`config.mk`:
```
export PLATFORM = sky130hd
export DESIGN_NAME = data_cache_wb_flat
export DESIGN_NICKNAME = d
export VERILOG_FILES = /design/src/rtl/data_cache_wb_if.sv /design/src/rtl/data_cache_wb.sv /design/src/flat_wrapper.sv
export SDC_FILE = /design/constraint.sdc
export NUM_CORES = 2
export LEC_CHECK = 0
export BUFFER_PORTS_ARGS = -buffer_cell sky130_fd_sc_hd__buf_4
export CORE_AREA = 8 8 414 416
export CTS_CLUSTER_DIAMETER = 120
export DETAILED_ROUTE_END_ITERATION = 8
export DIE_AREA = 0 0 422 424
export PLACE_DENSITY_LB_ADDON = 0.2
export RECOVER_POWER = 25
export SLEW_MARGIN = 40
export SYNTH_ARGS = -nofsm -noshare
export SYNTH_HDL_FRONTEND = slang
export SYNTH_SLANG_ARGS = --single-unit
```
`constraint.sdc`:
```
create_clock -name clk -period 12.13 [get_ports clk]
set_input_delay 1.213 -clock clk [delete_from_list [all_inputs] [get_ports clk]]
set_output_delay 1.213 -clock clk [all_outputs]
set_load 0.01 [all_outputs]
```
`src/rtl/data_cache_wb_if.sv`:
```
// rtl/data_cache_wb_if.sv - core request bus and backing-memory beat bus for data_cache_wb
interface data_cache_wb_if;
  logic [31:0] addr;
  logic [31:0] write_data;
  logic        memwrite;
  logic        memread;
  logic [3:0]  sign_mask;
  logic [31:0] read_data;
  logic        clk_stall;
  logic        misaligned;
  logic        mem_req;
  logic        mem_we;
  logic [31:0] mem_addr;
  logic [31:0] mem_wdata;
  logic [31:0] mem_rdata;
  logic        mem_ack;

  modport slave (
    input  addr, write_data, memwrite, memread, sign_mask, mem_rdata, mem_ack,
    output read_data, clk_stall, misaligned, mem_req, mem_we, mem_addr, mem_wdata
  );

  modport master (
    output addr, write_data, memwrite, memread, sign_mask, mem_rdata, mem_ack,
    input  read_data, clk_stall, misaligned, mem_req, mem_we, mem_addr, mem_wdata
  );
endinterface

```
`src/rtl/data_cache_wb.sv`:
```
// rtl/data_cache_wb.sv - direct-mapped write-back data cache; optional LED MMIO via DATA_CACHE_LED_MMIO_EN
module data_cache_wb #(
  parameter int          NUM_LINES      = 16,
  parameter int          WORDS_PER_LINE = 4,
  parameter logic [31:0] LED_ADDR       = 32'h0000_2000
) (
  input  logic             clk,
  input  logic             reset,
  data_cache_wb_if.slave   bus,
  output logic [7:0]       led
);
  localparam int WB    = $clog2(WORDS_PER_LINE);
  localparam int LB    = $clog2(NUM_LINES);
  localparam int WI_W  = (WB > 0) ? WB : 1;
  localparam int TAG_W = 32 - 2 - WB - LB;

  typedef enum logic [1:0] {IDLE, COMPARE, EVICT, REFILL} state_t;
  state_t state;

  logic [31:0]          req_addr;
  logic [31:0]          req_wdata;
  logic [3:0]           req_mask;
  logic                 req_write;
  logic [WI_W-1:0]      beat;
  logic [NUM_LINES-1:0] valid;
  logic [NUM_LINES-1:0] dirty;
  logic [TAG_W-1:0]     tag_arr [NUM_LINES];
  logic [31:0]          data_arr [NUM_LINES][WORDS_PER_LINE];

  logic [31:0] read_data, mem_addr, mem_wdata;
  logic        misaligned, mem_req, mem_we;

  logic [1:0]       offset;
  logic [WI_W-1:0]  widx;
  logic [LB-1:0]    line;
  logic [TAG_W-1:0] tag;
  logic             is_byte, is_half, mis, hit, last_beat, led_sel;
  logic [31:0]      cur_word, shifted, load_val, wsh, merged;
  logic [3:0]       be;

  assign offset    = req_addr[1:0];
  assign widx      = WI_W'((req_addr >> 2) & 32'(WORDS_PER_LINE - 1));
  assign line      = LB'(req_addr >> (2 + WB));
  assign tag       = req_addr[31 -: TAG_W];
  assign is_byte   = (req_mask[2:0] == 3'b001);
  assign is_half   = (req_mask[2:0] == 3'b011);
  assign mis       = (is_half && offset[0]) || (!is_byte && !is_half && offset != 2'd0);
  assign hit       = valid[line] && (tag_arr[line] == tag);
  assign last_beat = (beat == WI_W'(WORDS_PER_LINE - 1));
  assign cur_word  = data_arr[line][widx];

`ifdef DATA_CACHE_LED_MMIO_EN
  assign led_sel = ({req_addr[31:2], 2'b00} == LED_ADDR);

  // LED register is written by a store to LED_ADDR while in COMPARE
  always_ff @(posedge clk or posedge reset) begin
    if (reset) led <= 8'h00;
    else if (state == COMPARE && led_sel && req_write && !mis) led <= req_wdata[7:0];
  end
`else
  logic unused_led_addr;
  assign unused_led_addr = ^LED_ADDR;
  assign led_sel = 1'b0;
  assign led     = 8'h00;
`endif

  function automatic logic [31:0] beat_addr(input logic [TAG_W-1:0] t, input logic [LB-1:0] l,
                                            input logic [WI_W-1:0] b);
    return (32'(t) << (2 + WB + LB)) | (32'(l) << (2 + WB)) | (32'(b) << 2);
  endfunction

  // Load extraction and store byte merge for the addressed word
  always_comb begin
    shifted  = cur_word >> {offset, 3'b000};
    load_val = cur_word;
    if (is_byte)      load_val = {{24{req_mask[3] & shifted[7]}}, shifted[7:0]};
    else if (is_half) load_val = {{16{req_mask[3] & shifted[15]}}, shifted[15:0]};
    be = 4'b1111;
    if (is_byte)      be = 4'b0001 << offset;
    else if (is_half) be = 4'b0011 << offset;
    wsh    = req_wdata << {offset, 3'b000};
    merged = cur_word;
    for (int i = 0; i < 4; i++) merged[i*8 +: 8] = be[i] ? wsh[i*8 +: 8] : cur_word[i*8 +: 8];
  end

  // Data and tag arrays carry no reset; only valid/dirty decide what is live
  always_ff @(posedge clk) begin
    if (state == COMPARE && req_write && hit && !mis && !led_sel) data_arr[line][widx] <= merged;
    if (state == REFILL && mem_req && bus.mem_ack) begin
      data_arr[line][beat] <= bus.mem_rdata;
      if (last_beat) tag_arr[line] <= tag;
    end
  end

  // Request FSM: accept, compare, write back a dirty victim, refill, re-compare
  always_ff @(posedge clk or posedge reset) begin
    if (reset) begin
      state      <= IDLE;
      valid      <= '0;
      dirty      <= '0;
      req_addr   <= '0;
      req_wdata  <= '0;
      req_mask   <= '0;
      req_write  <= 1'b0;
      beat       <= '0;
      read_data  <= '0;
      misaligned <= 1'b0;
      mem_req    <= 1'b0;
      mem_we     <= 1'b0;
      mem_addr   <= '0;
      mem_wdata  <= '0;
    end else begin
      misaligned <= 1'b0;
      case (state)
        IDLE: begin
          if (bus.memread || bus.memwrite) begin
            req_addr  <= bus.addr;
            req_wdata <= bus.write_data;
            req_mask  <= bus.sign_mask;
            req_write <= bus.memwrite;
            state     <= COMPARE;
          end
        end
        COMPARE: begin
          if (mis) begin
            read_data  <= '0;
            misaligned <= 1'b1;
            state      <= IDLE;
          end else if (led_sel) begin
            if (!req_write) read_data <= {24'b0, led};
            state <= IDLE;
          end else if (hit) begin
            if (req_write) dirty[line] <= 1'b1;
            else           read_data   <= load_val;
            state <= IDLE;
          end else begin
            beat  <= '0;
            state <= (valid[line] && dirty[line]) ? EVICT : REFILL;
          end
        end
        EVICT: begin
          if (mem_req) begin
            if (bus.mem_ack) begin
              mem_req <= 1'b0;
              mem_we  <= 1'b0;
              if (last_beat) begin
                dirty[line] <= 1'b0;
                beat        <= '0;
                state       <= REFILL;
              end else begin
                beat <= beat + WI_W'(1);
              end
            end
          end else begin
            mem_req   <= 1'b1;
            mem_we    <= 1'b1;
            mem_addr  <= beat_addr(tag_arr[line], line, beat);
            mem_wdata <= data_arr[line][beat];
          end
        end
        REFILL: begin
          if (mem_req) begin
            if (bus.mem_ack) begin
              mem_req <= 1'b0;
              if (last_beat) begin
                valid[line] <= 1'b1;
                dirty[line] <= 1'b0;
                beat        <= '0;
                state       <= COMPARE;
              end else begin
                beat <= beat + WI_W'(1);
              end
            end
          end else begin
            mem_req  <= 1'b1;
            mem_we   <= 1'b0;
            mem_addr <= beat_addr(tag, line, beat);
          end
        end
        default: state <= IDLE;
      endcase
    end
  end

  assign bus.read_data  = read_data;
  assign bus.clk_stall  = (state != IDLE);
  assign bus.misaligned = misaligned;
  assign bus.mem_req    = mem_req;
  assign bus.mem_we     = mem_we;
  assign bus.mem_addr   = mem_addr;
  assign bus.mem_wdata  = mem_wdata;
endmodule
```
`src/flat_wrapper.sv`:
```
// flat-port wrapper written by rule: the top's interface ports become plain ports
module data_cache_wb_flat 
#(
  parameter int          NUM_LINES      = 16,
  parameter int          WORDS_PER_LINE = 4,
  parameter logic [31:0] LED_ADDR       = 32'h0000_2000
)
  (clk, reset, led, bus_addr, bus_write_data, bus_memwrite, bus_memread, bus_sign_mask, bus_mem_rdata, bus_mem_ack, bus_read_data, bus_clk_stall, bus_misaligned, bus_mem_req, bus_mem_we, bus_mem_addr, bus_mem_wdata);
  data_cache_wb_if bus_i ();
  input  logic clk;
  input  logic reset;
  output logic [7:0] led;
  input wire logic [$bits(bus_i.addr)-1:0] bus_addr;
  input wire logic [$bits(bus_i.write_data)-1:0] bus_write_data;
  input wire logic [$bits(bus_i.memwrite)-1:0] bus_memwrite;
  input wire logic [$bits(bus_i.memread)-1:0] bus_memread;
  input wire logic [$bits(bus_i.sign_mask)-1:0] bus_sign_mask;
  input wire logic [$bits(bus_i.mem_rdata)-1:0] bus_mem_rdata;
  input wire logic [$bits(bus_i.mem_ack)-1:0] bus_mem_ack;
  output wire logic [$bits(bus_i.read_data)-1:0] bus_read_data;
  output wire logic [$bits(bus_i.clk_stall)-1:0] bus_clk_stall;
  output wire logic [$bits(bus_i.misaligned)-1:0] bus_misaligned;
  output wire logic [$bits(bus_i.mem_req)-1:0] bus_mem_req;
  output wire logic [$bits(bus_i.mem_we)-1:0] bus_mem_we;
  output wire logic [$bits(bus_i.mem_addr)-1:0] bus_mem_addr;
  output wire logic [$bits(bus_i.mem_wdata)-1:0] bus_mem_wdata;
  assign bus_i.addr = bus_addr;
  assign bus_i.write_data = bus_write_data;
  assign bus_i.memwrite = bus_memwrite;
  assign bus_i.memread = bus_memread;
  assign bus_i.sign_mask = bus_sign_mask;
  assign bus_i.mem_rdata = bus_mem_rdata;
  assign bus_i.mem_ack = bus_mem_ack;
  assign bus_read_data = bus_i.read_data;
  assign bus_clk_stall = bus_i.clk_stall;
  assign bus_misaligned = bus_i.misaligned;
  assign bus_mem_req = bus_i.mem_req;
  assign bus_mem_we = bus_i.mem_we;
  assign bus_mem_addr = bus_i.mem_addr;
  assign bus_mem_wdata = bus_i.mem_wdata;
  data_cache_wb #(.NUM_LINES(NUM_LINES), .WORDS_PER_LINE(WORDS_PER_LINE), .LED_ADDR(LED_ADDR)) u_core (.clk(clk), .reset(reset), .bus(bus_i), .led(led));
endmodule
```
==> results.ini <==
[yosys]
synth_edf_count=2432
ys_ff_latch=2634
yosys_most_used_dff=edfxtp_1
yosys.area.top_type=edfxtp_1
yosysMostFrequentCell=edfxtp_1
synth_commonest_cells=edfxtp_1 (2432), mux4_2 (679), nand2_1 (298)
ys_top_cells_by_area=edfxtp_1 (69%), mux4_2 (14%), dfrtp_1 (4.8%)
syn_area_per_cell_um2=19.8
synth_cell_types=85
synth-async-reset-ratio_pct=7.67
synth_cells=5364
syn_area_um2=106000
synth_top_cell_area_share_pct=68.8
yosysSeqAreaShare_pct=73.5
yosysWarningCount=0

[critical_path]
cp_max_fo=103
path_class=reg2reg
cp-start-kind=register
endpoint_kind=register
worstPathRequired_ns=12.59
cp-startpoint=u_core.req_addr[7]$_DFFE_PP0P_
reg2reg_from=u_core.req_addr[7]$_DFFE_PP0P_
rr_endpoint=u_core.tag_arr[2][5]$_DFFE_PP_
rrSetupSlack_ns=2.46
endpoint=u_core.tag_arr[2][5]$_DFFE_PP_
r2r_cells=7
path_cells=buf_12 -> nor2_1 -> buf_4 -> clkbuf_1 -> nand2_1 -> nor2_1 -> clkbuf_1
max_stage_delay_ns=2.11
crit_slowest_cell=clkbuf_1
arrival_ns=10.12

[drt]
drc=0
viasPerCell=7.27
num_vias=59000
drtIter0Drc=9666
first_pass_iters=6
drt.antenna.violating_nets=0
drt-total-wl_mm=324
drt-wirelength-per-cell_um=39.9

[cells_and_area]
drive_above_1_share_pct=28.9
area_growth_pct=12.7
finalInstanceArea_um2=120000
fin_nets=5811
nFillCells=9362

[global_routing]
antenna_found_initial=18
grt_pass1_wl_mm=447
grt_max_degree=138
grtUsageMet3_pct=11.4
top_usage_layer=met2
use_met1_pct=45.5
grtUsageTotal_pct=35.8
grt_use_met2_pct=52.8
grt_pass1_vias=58300
overflow=0

[sta]
fin_crit_ns=9.67
skew_ns=0.0536
slew_violations=742
rsz0062_at_grt=false
relSlewSlack_pct=-247
finalSetupTns_ns=0
worst_pin_slew_ns=5.20
setup_violations=0
fin_crit_sh_pct=79.7
max_freq_mhz=103
hold_viol=0

[placement]
gp_congestion=1.09
dpl_cell_area_um2=112000
io_buffers=202
dpl.hpwl_mm=193

[die]
coreArea_um2=164000
initial_core_util_pct=64.6
rows=149
die_w_um=422
io_pins=213
die_h_um=424
die_area_um2=179000

[cts]
clk_latency_ns=0.90
cts_sinks=2634
cts_resized=0
cts_buffer_depth=3
cts_inserted_buffers=241
hold_buffers=0
cts_setup_buffers=0
cts_root_buf=clkbuf_16
clk_pin_slew_ns=0.06
htree_levels=4
cts_tree=built

[outcome]
violations=capacitance limit, slew limit
status=finished with violations

[pwr]
irDropWorstVdd_mv=0.214
power.leakage_nw=39.1
p_per_area_nw_per_um2=290

[min_path]
min_path_type=reg2reg

[run]
drv_cap=22

## cells in the final DEF (no fill, tap or decap), types with 16 or more instances in the layout
cell type  instances
a211oi_1          30
a21oi_1           66
a21oi_2           74
a221oi_1          16
a22o_1            60
a22oi_1          103
a31oi_1           17
buf_4            253
bufinv_16         35
clkbuf_1         181
clkbuf_16        243
clkinv_1          49
clkinv_2          50
dfrtp_1          196
diode_2           24
edfxtp_1        2432
inv_1             20
mux2_2           131
mux2i_1          108
mux4_1            22
mux4_2           679
nand2_1          294
nor2_1           196
nor2_4            72
nor3_1            30
o21ai_0          104
o21ai_1           16
o22ai_1           25
o31a_1            17
o41ai_1           17
or2_2             20
xnor2_1           21
## registers in the layout, summed over array words and instances, names as in the netlist, 2 cells and up, named ones only
name,flops
u_core.tag_arr,384
u_core.bus.mem_wdata,32
u_core.state,2
u_core.req_wdata,32
u_core.bus.mem_addr,30
u_core.beat,2
u_core.req_mask,4
u_core.valid,16
u_core.bus.read_data,32
u_core.req_addr,32
u_core.data_arr,2048
## final cells by class
cell class | instances | area, um2 | area share [%]
tap | 2189 | 2740 | 2.29
clock inverter | 160 | 1770 | 1.48
clock buffer | 296 | 6430 | 5.37
antenna | 24 | 60.1 | 0.0502
timing repair buffer | 419 | 2810 | 2.34
sequential | 2634 | 78100 | 65.3
inverter | 26 | 100 | 0.0836
multi-input combinational | 2372 | 27700 | 23.1
## where the power goes
| group | internal (mW) | leakage [nW] | switching [mW] | total [mW] |
|---|---|---|---|---|
| registers | 12.7 | 24.6 | 0.633 | 13.4 |
| logic | 4.36 | 10.6 | 9.11 | 13.5 |
| clock network | 4.50 | 4.00 | 3.35 | 7.85 |
| total | 21.6 | 39.1 | 13.1 | 34.7 |
## worst max-delay path, delay by kind of cell (launching register included)
kind	cells	cell delay, ns
flip-flops	1	1.23
buffers and inverters	4	4.73
AND/OR/NAND/NOR	3	3.16
## metal layers
layer / vias to the layer above / wire [um] / share of wire [%]
li1: 22800 / - / -
met1: 30600 / 108000 / 33
met2: 4701 / 146000 / 45
met3: 909 / 42700 / 13
met4: 4 / 27500 / 8.5
met5: - / 31 / 0.0096
## worst min-delay path by stage
stage	startpoint	end	depth (start not counted)
after floorplan	u_core.valid[10]$_DFFE_PP0P_	u_core.valid[10]$_DFFE_PP0P_	1
after global placement	u_core.valid[14]$_DFFE_PP0P_	u_core.valid[14]$_DFFE_PP0P_	1
after detailed placement	u_core.valid[0]$_DFFE_PP0P_	u_core.valid[0]$_DFFE_PP0P_	1
after CTS	reset	u_core.req_wdata[17]$_DFFE_PP0P_	2
after global routing	u_core.valid[0]$_DFFE_PP0P_	u_core.valid[0]$_DFFE_PP0P_	1
final	u_core.valid[0]$_DFFE_PP0P_	u_core.valid[0]$_DFFE_PP0P_	1
## per-stage QoR
stage | instances | hold WS (ns) | util (%) | worst slack [ns] | total power, mW
2_1_floorplan | 5373 | 0.434 | - | 5.41 | 20.7
3_3_place_gp | 7614 | 0.446 | 67.6 | 4.96 | 26.0
3_5_place_dp | 7636 | 0.448 | 68.2 | 5.47 | 26.5
4_1_cts | 8092 | 0.460 | 73.2 | 5.38 | 34.3
5_1_grt | 8107 | 0.478 | 72.8 | 2.59 | 35.4
6_report | 8120 | 0.463 | 72.8 | 2.46 | 34.7
## cell families after synthesis
group | share of synthesized area [%]
flip-flops | 73.5
multiplexers | 17.5
buffers and inverters | 1.64
XOR/XNOR | 0.239
other | 0.00353
AND/OR/NAND/NOR | 2.91
adder cells (fa/ha/maj) | 0.141
AO/OA/AOI/OAI | 4.10
No activity file was read; power rests on OpenSTA's default activity.
